===== config.mk =====
export PLATFORM = sky130hd
export DESIGN_NAME = pe_dma_strm_rd
export DESIGN_NICKNAME = d
export VERILOG_FILES = /design/src/rtl/pe_dma_strm_pkg.sv /design/src/rtl/pe_dma_rd_fifo.sv /design/src/rtl/pe_dma_strm_rd.sv
export SDC_FILE = /design/constraint.sdc
export NUM_CORES = 1
export LEC_CHECK = 0
export CAP_MARGIN = 0
export CORE_MARGIN = 4
export CORE_UTILIZATION = 55
export CTS_CLUSTER_DIAMETER = 60
export DETAILED_ROUTE_END_ITERATION = 8
export DONT_BUFFER_PORTS = 1
export PLACE_DENSITY_LB_ADDON = 0.25
export SYNTH_ARGS = -nofsm -noshare
export SYNTH_HDL_FRONTEND = slang
export SYNTH_SLANG_ARGS = --single-unit

===== constraint.sdc =====
create_clock -name clk -period 5.9 [get_ports clk]
set_input_delay 1.18 -clock clk [delete_from_list [all_inputs] [get_ports clk]]
set_output_delay 1.18 -clock clk [all_outputs]
set_load 0.02 [all_outputs]

===== src/rtl/pe_dma_strm_pkg.sv =====
// ----------------------------------------------------------------------------
// pe_dma_strm_pkg : shared types and default widths for the PE DMA read stream
// Revision: 1.0
// ----------------------------------------------------------------------------
`default_nettype none

package pe_dma_strm_pkg;

  localparam int unsigned DMA_ADDR_W = 24;
  localparam int unsigned DMA_DATA_W = 32;
  localparam int unsigned DMA_CNT_W  = 16;

  typedef enum logic [1:0] {
    ST_IDLE  = 2'd0,
    ST_ISSUE = 2'd1,
    ST_DRAIN = 2'd2,
    ST_DONE  = 2'd3
  } dma_state_e;

  typedef struct packed {
    logic [DMA_ADDR_W-1:0] addr;
    logic [DMA_CNT_W-1:0]  num;
  } dma_desc_t;

endpackage

`default_nettype wire


===== src/rtl/pe_dma_rd_fifo.sv =====
// ----------------------------------------------------------------------------
// pe_dma_rd_fifo : synchronous first-word-fall-through FIFO with eom sideband
// Revision: 1.0
// ----------------------------------------------------------------------------
`default_nettype none

module pe_dma_rd_fifo #(
  parameter int unsigned DATA_W = 32,
  parameter int unsigned DEPTH  = 4
) (
  input  logic                     clk,
  input  logic                     rst_i,
  input  logic                     push_i,
  input  logic [DATA_W-1:0]        push_data_i,
  input  logic                     push_eom_i,
  input  logic                     pop_i,
  output logic [DATA_W-1:0]        head_data_o,
  output logic                     head_eom_o,
  output logic                     full_o,
  output logic                     empty_o,
  output logic [$clog2(DEPTH):0]   count_o
);

  localparam int unsigned AW = $clog2(DEPTH);

  logic [DATA_W:0] mem_q [DEPTH];
  logic [AW-1:0]   wr_ptr_q;
  logic [AW-1:0]   rd_ptr_q;
  logic [AW:0]     count_q;
  logic            wr_en;
  logic            rd_en;

  assign full_o  = (count_q == (AW+1)'(DEPTH));
  assign empty_o = (count_q == '0);
  assign count_o = count_q;
  assign wr_en   = push_i && !full_o;
  assign rd_en   = pop_i && !empty_o;

  // Head is forced to zero while empty so the lane never shows stale storage.
  assign head_data_o = empty_o ? '0   : mem_q[rd_ptr_q][DATA_W-1:0];
  assign head_eom_o  = empty_o ? 1'b0 : mem_q[rd_ptr_q][DATA_W];

  always_ff @(posedge clk) begin
    if (wr_en) begin
      mem_q[wr_ptr_q] <= {push_eom_i, push_data_i};
    end
  end

  always_ff @(posedge clk) begin
    if (rst_i) begin
      wr_ptr_q <= '0;
      rd_ptr_q <= '0;
      count_q  <= '0;
    end else begin
      if (wr_en) begin
        wr_ptr_q <= wr_ptr_q + AW'(1);
      end
      if (rd_en) begin
        rd_ptr_q <= rd_ptr_q + AW'(1);
      end
      case ({wr_en, rd_en})
        2'b10:   count_q <= count_q + (AW+1)'(1);
        2'b01:   count_q <= count_q - (AW+1)'(1);
        default: count_q <= count_q;
      endcase
    end
  end

endmodule

`default_nettype wire


===== src/rtl/pe_dma_strm_rd.sv =====
// ----------------------------------------------------------------------------
// pe_dma_strm_rd : credit-limited DMA read issue from PE memory onto a stream lane
// Revision: 1.0
// ----------------------------------------------------------------------------
`default_nettype none

module pe_dma_strm_rd
  import pe_dma_strm_pkg::*;
#(
  parameter int unsigned ADDR_W     = DMA_ADDR_W,
  parameter int unsigned DATA_W     = DMA_DATA_W,
  parameter int unsigned CNT_W      = DMA_CNT_W,
  parameter int unsigned FIFO_DEPTH = 4
) (
  input  logic              clk,
  input  logic              reset_poweron,
  input  logic              cfg_valid,
  output logic              cfg_ready,
  input  logic [ADDR_W-1:0] cfg_addr,
  input  logic [CNT_W-1:0]  cfg_num,
  output logic              mem_rd_req,
  output logic [ADDR_W-1:0] mem_rd_addr,
  input  logic              mem_rd_gnt,
  input  logic              mem_rd_dv,
  input  logic [DATA_W-1:0] mem_rd_data,
  output logic              strm_valid,
  input  logic              strm_ready,
  output logic [DATA_W-1:0] strm_data,
  output logic              strm_eom,
  output logic              done
);

  localparam int unsigned CW = $clog2(FIFO_DEPTH) + 1;

  dma_state_e       state_q, state_d;
  dma_desc_t        desc_q, desc_d;
  logic [CNT_W-1:0] issue_left_q, issue_left_d;
  logic [CNT_W-1:0] sent_q, sent_d;
  logic [CNT_W-1:0] recv_q, recv_d;
  logic [CW-1:0]    outst_q, outst_d;

  logic [CW-1:0]    fifo_count;
  logic             fifo_full;
  logic             fifo_empty;
  logic             head_eom;
  logic [CNT_W-1:0] num_w;
  logic             cfg_fire;
  logic             gnt_fire;
  logic             push;
  logic             pop;
  logic             credit;
  logic             last_sent;
  logic             last_recv;

  assign num_w     = CNT_W'(desc_q.num);
  assign cfg_ready = (state_q == ST_IDLE) && !reset_poweron;
  assign cfg_fire  = cfg_valid && cfg_ready;

  // Words in flight plus words buffered may never exceed the FIFO depth,
  // because memory returns cannot be back-pressured.
  assign credit     = ({1'b0, outst_q} + {1'b0, fifo_count}) < (CW+1)'(FIFO_DEPTH);
  assign mem_rd_req = (state_q == ST_ISSUE) && credit;
  assign mem_rd_addr = ADDR_W'(desc_q.addr);
  assign gnt_fire   = mem_rd_req && mem_rd_gnt;

  assign push       = mem_rd_dv && (outst_q != '0) && !fifo_full;
  assign strm_valid = !fifo_empty;
  assign pop        = strm_valid && strm_ready;
  assign last_recv  = (recv_q == num_w - CNT_W'(1));
  assign last_sent  = (sent_q == num_w - CNT_W'(1));
  assign strm_eom   = strm_valid && head_eom && last_sent;
  assign done       = (state_q == ST_DONE);

  always_comb begin
    state_d      = state_q;
    desc_d       = desc_q;
    issue_left_d = issue_left_q;
    sent_d       = sent_q;
    recv_d       = recv_q;
    outst_d      = outst_q;

    case ({gnt_fire, push})
      2'b10:   outst_d = outst_q + CW'(1);
      2'b01:   outst_d = outst_q - CW'(1);
      default: outst_d = outst_q;
    endcase

    if (gnt_fire) begin
      desc_d.addr  = desc_q.addr + DMA_ADDR_W'(1);
      issue_left_d = issue_left_q - CNT_W'(1);
    end
    if (push) begin
      recv_d = recv_q + CNT_W'(1);
    end
    if (pop) begin
      sent_d = sent_q + CNT_W'(1);
    end

    case (state_q)
      ST_IDLE: begin
        if (cfg_fire) begin
          desc_d.addr  = DMA_ADDR_W'(cfg_addr);
          desc_d.num   = DMA_CNT_W'(cfg_num);
          issue_left_d = cfg_num;
          sent_d       = '0;
          recv_d       = '0;
          state_d      = (cfg_num == '0) ? ST_DONE : ST_ISSUE;
        end
      end
      ST_ISSUE: begin
        if (gnt_fire && (issue_left_q == CNT_W'(1))) begin
          state_d = ST_DRAIN;
        end
      end
      ST_DRAIN: begin
        if (pop && last_sent) begin
          state_d = ST_DONE;
        end
      end
      default: state_d = ST_IDLE;
    endcase
  end

  always_ff @(posedge clk) begin
    if (reset_poweron) begin
      state_q      <= ST_IDLE;
      desc_q       <= '0;
      issue_left_q <= '0;
      sent_q       <= '0;
      recv_q       <= '0;
      outst_q      <= '0;
    end else begin
      state_q      <= state_d;
      desc_q       <= desc_d;
      issue_left_q <= issue_left_d;
      sent_q       <= sent_d;
      recv_q       <= recv_d;
      outst_q      <= outst_d;
    end
  end

  pe_dma_rd_fifo #(
    .DATA_W (DATA_W),
    .DEPTH  (FIFO_DEPTH)
  ) u_fifo (
    .clk         (clk),
    .rst_i       (reset_poweron),
    .push_i      (push),
    .push_data_i (mem_rd_data),
    .push_eom_i  (last_recv),
    .pop_i       (pop),
    .head_data_o (strm_data),
    .head_eom_o  (head_eom),
    .full_o      (fifo_full),
    .empty_o     (fifo_empty),
    .count_o     (fifo_count)
  );

endmodule

`default_nettype wire

# [Yosys cells after proc, flatten, opt, wreduce, memory -nomap -nowiden]
# Memories as Yosys holds them, arrays and structs flattened. A register that Yosys moved wholly into a read port is not among the register bits.
# Index checks and enable logic that the tools add are counted.
[word_totals] register_bits=100 latchBits=0 mem_bits_rw=132 mem_bits_ro=0 input_bits=78 output_inout_bits=61 word_cells=87 memories=1
[classes] addsub=12 multipliers=0 div_mod_pow=0 magnitude_cmp=1 eq_ne=14 n_shift=0 n_mux=25 bitwise_logic=0 n_reduce_logical=24
[memory_table] name="u_fifo.mem_q" depth=4 width=33 rd=1 rd_ports_with_merged_regs=1 write_ports=1 line="pe_dma_rd_fifo.sv:26" source="logic [DATA_W:0] mem_q [DEPTH];"
[op_table] operator="16-bit 2-to-1 mux" count=9
[op_table] operator="40-bit 2-to-1 mux" count=2
[op_table] operator="16-bit by 1-bit adder with 16-bit output (second input constant)" count=2
[op_table] operator="16-bit equality test" count=2
[op_table] operator="32-bit 2-to-1 mux" count=1
[op_table] operator="16-bit by 1-bit subtractor with 16-bit output (second input constant)" count=2
[op_table] operator="24-bit by 1-bit adder with 24-bit output (second input constant)" count=1
[op_table] operator="24-bit 2-to-1 mux" count=1
[op_table] operator="16-bit by 1-bit equality test with 1-bit output (second input constant)" count=1
[op_table] operator="16-bit zero test" count=1
[op_table] operator="1-bit logical AND" count=13
[op_table] operator="2-bit 2-to-1 mux" count=6
[op_table] operator="3-bit one-hot mux with 2 select lines" count=2
[op_table] operator="2-bit equality test (second input constant)" count=4
[op_table] operator="3-bit by 1-bit adder with 3-bit output (second input constant)" count=2
[op_table] operator="2-bit by 1-bit equality test with 1-bit output (second input constant)" count=3
[op_table] operator="2-bit one-hot mux with 3 select lines" count=1
[op_table] operator="3-bit by 1-bit subtractor with 3-bit output (second input constant)" count=2
[op_table] operator="2-bit by 1-bit adder with 2-bit output (second input constant)" count=2
[op_table] operator="3-bit by 3-bit adder with 4-bit output" count=1
[op_table] operator="4-bit by 3-bit less-than comparator with 1-bit output (second input constant)" count=1
[op_table] operator="2-bit inequality test (second input constant)" count=2
[op_table] operator="2-bit nonzero test" count=2
[op_table] operator="3-bit equality test (second input constant)" count=1
[op_table] operator="other kinds (8)" count=12

# [Depth between registers and ports, before layout]
[logic_depth] ltp_word=7 depth_mapped=11 depth_no_buf=11

# [Cells and area by module]
# Synthesis repeated with hierarchy kept, for this count alone.
[unflattened] hier_cells=901 area_unflattened_um2=10712.8
[by_module_without_submodules] mod="pe_dma_rd_fifo" n_inst=1 cells_per_inst=263 area_each_um2=5470.2 seq_area_each_um2=4144.0
[by_module_without_submodules] mod="pe_dma_strm_rd" n_inst=1 cells_per_inst=638 area_each_um2=5242.5 seq_area_each_um2=1861.8

# [Worst setup path before layout]
# No wires, ideal clock.
[synth_path] path_type="flip-flop to output port" start="register desc_q (netlist bit num_w[0])" end="output strm_eom" t_arrival_ps=2610 t_required_ps=4720 setup_slack_ps=2110 stages_incl_launch_ff=11 path_buffers=2 cell_sequence="dfxtp_1 > clkbuf_1 > inv_1 > ha_1 > nor3b_1 > buf_2 > nand4_1 > xnor2_1 > o311a_1 > nand4_1 > nor4_1"
[synth_via] elab_chain_len=3
[synth_rtl] item="start, declared" line="pe_dma_strm_rd.sv:36" source="dma_desc_t desc_q, desc_d;"
[synth_rtl] item="start signal, assigned" line="pe_dma_strm_rd.sv:134" source="desc_q <= desc_d;"
[synth_rtl] item="16-bit by 1-bit subtractor with 16-bit output" line="pe_dma_strm_rd.sv:70" source="assign last_sent = (sent_q == num_w - CNT_W'(1));"
[synth_rtl] item="16-bit equality test" line="pe_dma_strm_rd.sv:70"
[synth_rtl] item="1-bit logical AND" line="pe_dma_strm_rd.sv:71" source="assign strm_eom = strm_valid && head_eom && last_sent;"
[synth_rtl] item="end, declared" line="pe_dma_strm_rd.sv:29" source="output logic strm_eom,"
# Every way passes these cells.

# [Worst setup path in the final report]
# Same ends and word-level chain as after synthesis.

==> summary.md <==
| Metric | Value |
|---|---|
| Status | `finished, final reports clean` |
| Skew final | `9.626 ps` |
| Clock sinks | `234` |
| Critical Path Fanout Max | `7` |
| Pre-antenna DRT Iters | `5` |
| Post-synthesis simple-gate area fraction | `15.83%` |
| PortBufs | `0` |
| Htree depth | `1` |
| Sw frac | `31.88%` |
| Final WL | `around 22000 um` |
| Main combinational cell family by area after synthesis | `simple AND/OR/NAND/NOR gates` |
| Layout cell share with drive strength beyond 1 | `around 11%` |
| Final nets | `1003` |
| Sequential power share | `43.5%` |
| Routed Antenna Nets | `0` |
| Crit start category | `flop` |
| Clk root buf | `clkbuf_16` |
| Post-placement cell area | `roughly 11000 um2` |
| WP data arrival | `between 3000 and 4000 ps` |
| Core footprint | `18960 um2` |
| Post-CTS Hold Fix Bufs | `0` |
| Synthesis-to-layout area growth | `9.443%` |
| Starting Density | `around 57%` |
| CP peak stage delay | `590 ps` |
| Critical Path RT | `around 4700 ps` |
| Pwr Density | `a little over 400 nW/um2` |
| Predominant post-synthesis flop cell | `edfxtp_1` |
| Dpl cells | `between 1000 and 1500` |
| Fin crit period | `approximately 4300 ps` |
| First-pass GRT wire length | `between 30000 and 40000 um` |
| Worst Path Buf+Inv | `1` |
| Via count | `just under 7000` |
| Post-synthesis register bit count | `234` |
| Final setup fails | `0` |
| Maximum root-to-sink buffer count | `3` |
| Switching power | `between 1.5 and 2 mW` |
| Peak supply drop | `about 0.31 mV` |
| Worst skew pair latency | `520 ps` |
| Number of global-route vias before repair | `between 6000 and 7000` |
| Synth Area in Adders | `approximately 2.5%` |
| Max Clk Rate | `232.0 MHz` |
| Most common cell after layout, fill and taps aside | `edfxtp_1` |
| Worst Tran Pin Value | `between 900 and 1000 ps` |
| Total GRT Usage | `approximately a fifth` |
| 1st-iter DRT viols | `roughly 320` |
| Synth Area in XOR/XNOR | `under 10%` |
| Post-synth ARST share | `0%` |
| Cts repair resizes | `0` |
| Avg WL per Cell | `approximately 18 um` |
| Post-Synthesis Cell Area | `around 11000 um2` |
| Clk pin slew, worst setup/hold paths | `approximately 60 ps` |
| Worst path slowest cell | `nor4_2` |
| Sequential share of the synthesized area | `between 50% and 60%` |
| Net Count, Synth | `around 1000` |
| Die H | `~150 um` |
| DP HPWL | `around 15000 um` |
| Most frequent cells in the layout | `edfxtp_1 (132), dfxtp_1 (101), nor2_1 (84)` |
| Worst min-delay path class | `flop to flop` |
| Crit end category | `output pin` |
| Max_cap viols | `0` |
| Die ar. | `roughly 22000 um2` |
| Vias per inst | `roughly 5.7` |
| Hold Vio Cnt, Final | `0` |
| P_leak | `slightly below 4 nW` |
| Setup_tns | `0 ps` |
| Finished Layout Cells | `1184` |
| Synthesized area per cell | `11.67 um2` |
| Period utilisation layout | `73.04%` |
| Drc violations | `0` |
| Post-synth EDFFs | `around 130` |
| Top Family by Delay on Critical Path | `simple AND/OR/NAND/NOR gates` |
| Unrepaired setup endpoints after global routing | `false` |
| Compound-gate portion of the synthesized area | `6.957%` |
| Post-synthesis mux area share | `7.178%` |
| Unique masters post-synth | `60` |
| P_int | `3.300 mW` |
| Post-CTS Setup Bufs | `0` |
| Crit path kind | `flop to output pin` |
| Post-route cell area | `between 10000 and 15000 um2` |
| Combinational Power Share | `about 24%` |
| CTS buffer count | `24` |
| Clock share of power | `between 30% and 40%` |
| Num rows | `50` |
| Residual overflow from global routing | `0` |
| Post-synthesis cell count | `~900` |
| Num ports | `about 140` |
| Die width | `between 100 and 150 um` |
| Largest net degree at the start of global routing | `73` |
| Yosys warning count | `0` |
| CTS tree | `yes` |
| Initial antenna violation count | `1` |
| RD Place Congestion | `roughly 0.86` |
| Crit path cell chain | `nor4_2, nand4_1, xor2_1, xor2_1, nand4_1, nor4_1, buf_4` |
| Final Max Slew Viols | `0` |
| Worst slew margin | `between 30% and 40%` |
## logic make-up (layout without fill, tap and decap cells)
family                     after synthesis  count (layout)
DFF                                    234             234
adders and majority gates               20              20
buffers and inverters                   75              75
AOI/OAI and AO/OA                      117             117
xor gates and xnor gates               108             108
other                                    0               1
and+or+nand+nor                        333             333
muxes                                   36              36
## Yosys cell counts (9+ instances only)
cell / number / area share (%)
o21ai_0: 23 / 1.1
mux4_2: 33 / 6.9
clkbuf_1: 37 / 1.3
and2_1: 41 / 2.4
inv_1: 20 / 0.70
nand3_1: 22 / 1.0
nand2_1: 80 / 2.8
dfxtp_1: 102 / 19
or3_1: 17 / 0.99
a21oi_1: 40 / 1.9
nand4_1: 29 / 1.7
a211oi_1: 23 / 1.6
ha_1: 18 / 2.1
nor2_1: 84 / 2.9
nor3_1: 9 / 0.42
xor2_1: 57 / 4.6
nor4_1: 11 / 0.64
edfxtp_1: 132 / 37
a311oi_1: 10 / 0.81
xnor2_1: 50 / 4.1
## worst register-to-register path, delay by kind of cell (launching register included)
family	cells	cell delay (ps)
compound gates	1	240
xor+xnor	1	170
fa+ha+maj	1	290
buf+inv	1	110
flops	1	330
simple gates	5	1720
## registers in the layout (all words and copies together), names as in the netlist, named ones only
register         count
state_q              2
u_fifo.wr_ptr_q      2
u_fifo.mem_q       132
u_fifo.rd_ptr_q      2
u_fifo.count_o       3
issue_left_q        16
recv_q              16
outst_q              3
num_w               16
sent_q              16
mem_rd_addr         24
## layer usage
metal  part of all wire, %  track usage, %
met1                    43           27.58
met2                    48           32.99
met3                   7.5           5.028
met4                   1.8           4.480
met5                     0               0
## worst paths after layout
path,start,endpoint,slack [ps],depth (start not counted)
hold reg to reg,outst_q[2],outst_q[2],500,2
hold / removal,outst_q[2],outst_q[2],500,2
setup / recovery,num_w[0],strm_eom,1590,7
setup reg to reg,state_q[1],mem_rd_addr[19],2940,9
## power by group through the flow
stage	registers [mW]	logic, mW	clock network, mW
after floorplan	2.08	1.00	0
after global placement	2.13	1.17	0
after detailed placement	2.14	1.19	0
after CTS	2.11	1.19	1.59
after global routing	2.13	1.32	1.67
final	2.11	1.18	1.55
## cell type report
| class | count | area [um2] |
|---|---|---|
| Multi-Input combinational cell | 614 | 4466 |
| Tap cell | 260 | 325.3 |
| Clock buffer | 35 | 721.9 |
| Clock inverter | 9 | 115.1 |
| Sequential cell | 234 | 6007 |
| Timing Repair Buffer | 9 | 67.56 |
| Fill cell | 1498 | 7166 |
| Inverter | 22 | 85.08 |
| Antenna cell | 1 | 2.502 |
## through the flow
step,total power [mW],hold WS [ps],util [%],worst slack (ps)
finish,4.844,498.0,62.20,1591
global route,5.118,537.7,62.20,1231
CTS,4.890,501.3,62.18,1516
detailed placement,3.325,492.7,57.77,2095
global placement,3.304,475.9,57.77,2118
floorplan,3.081,460.7,-,2110
Note: power is estimated with default switching activity, not from simulation.
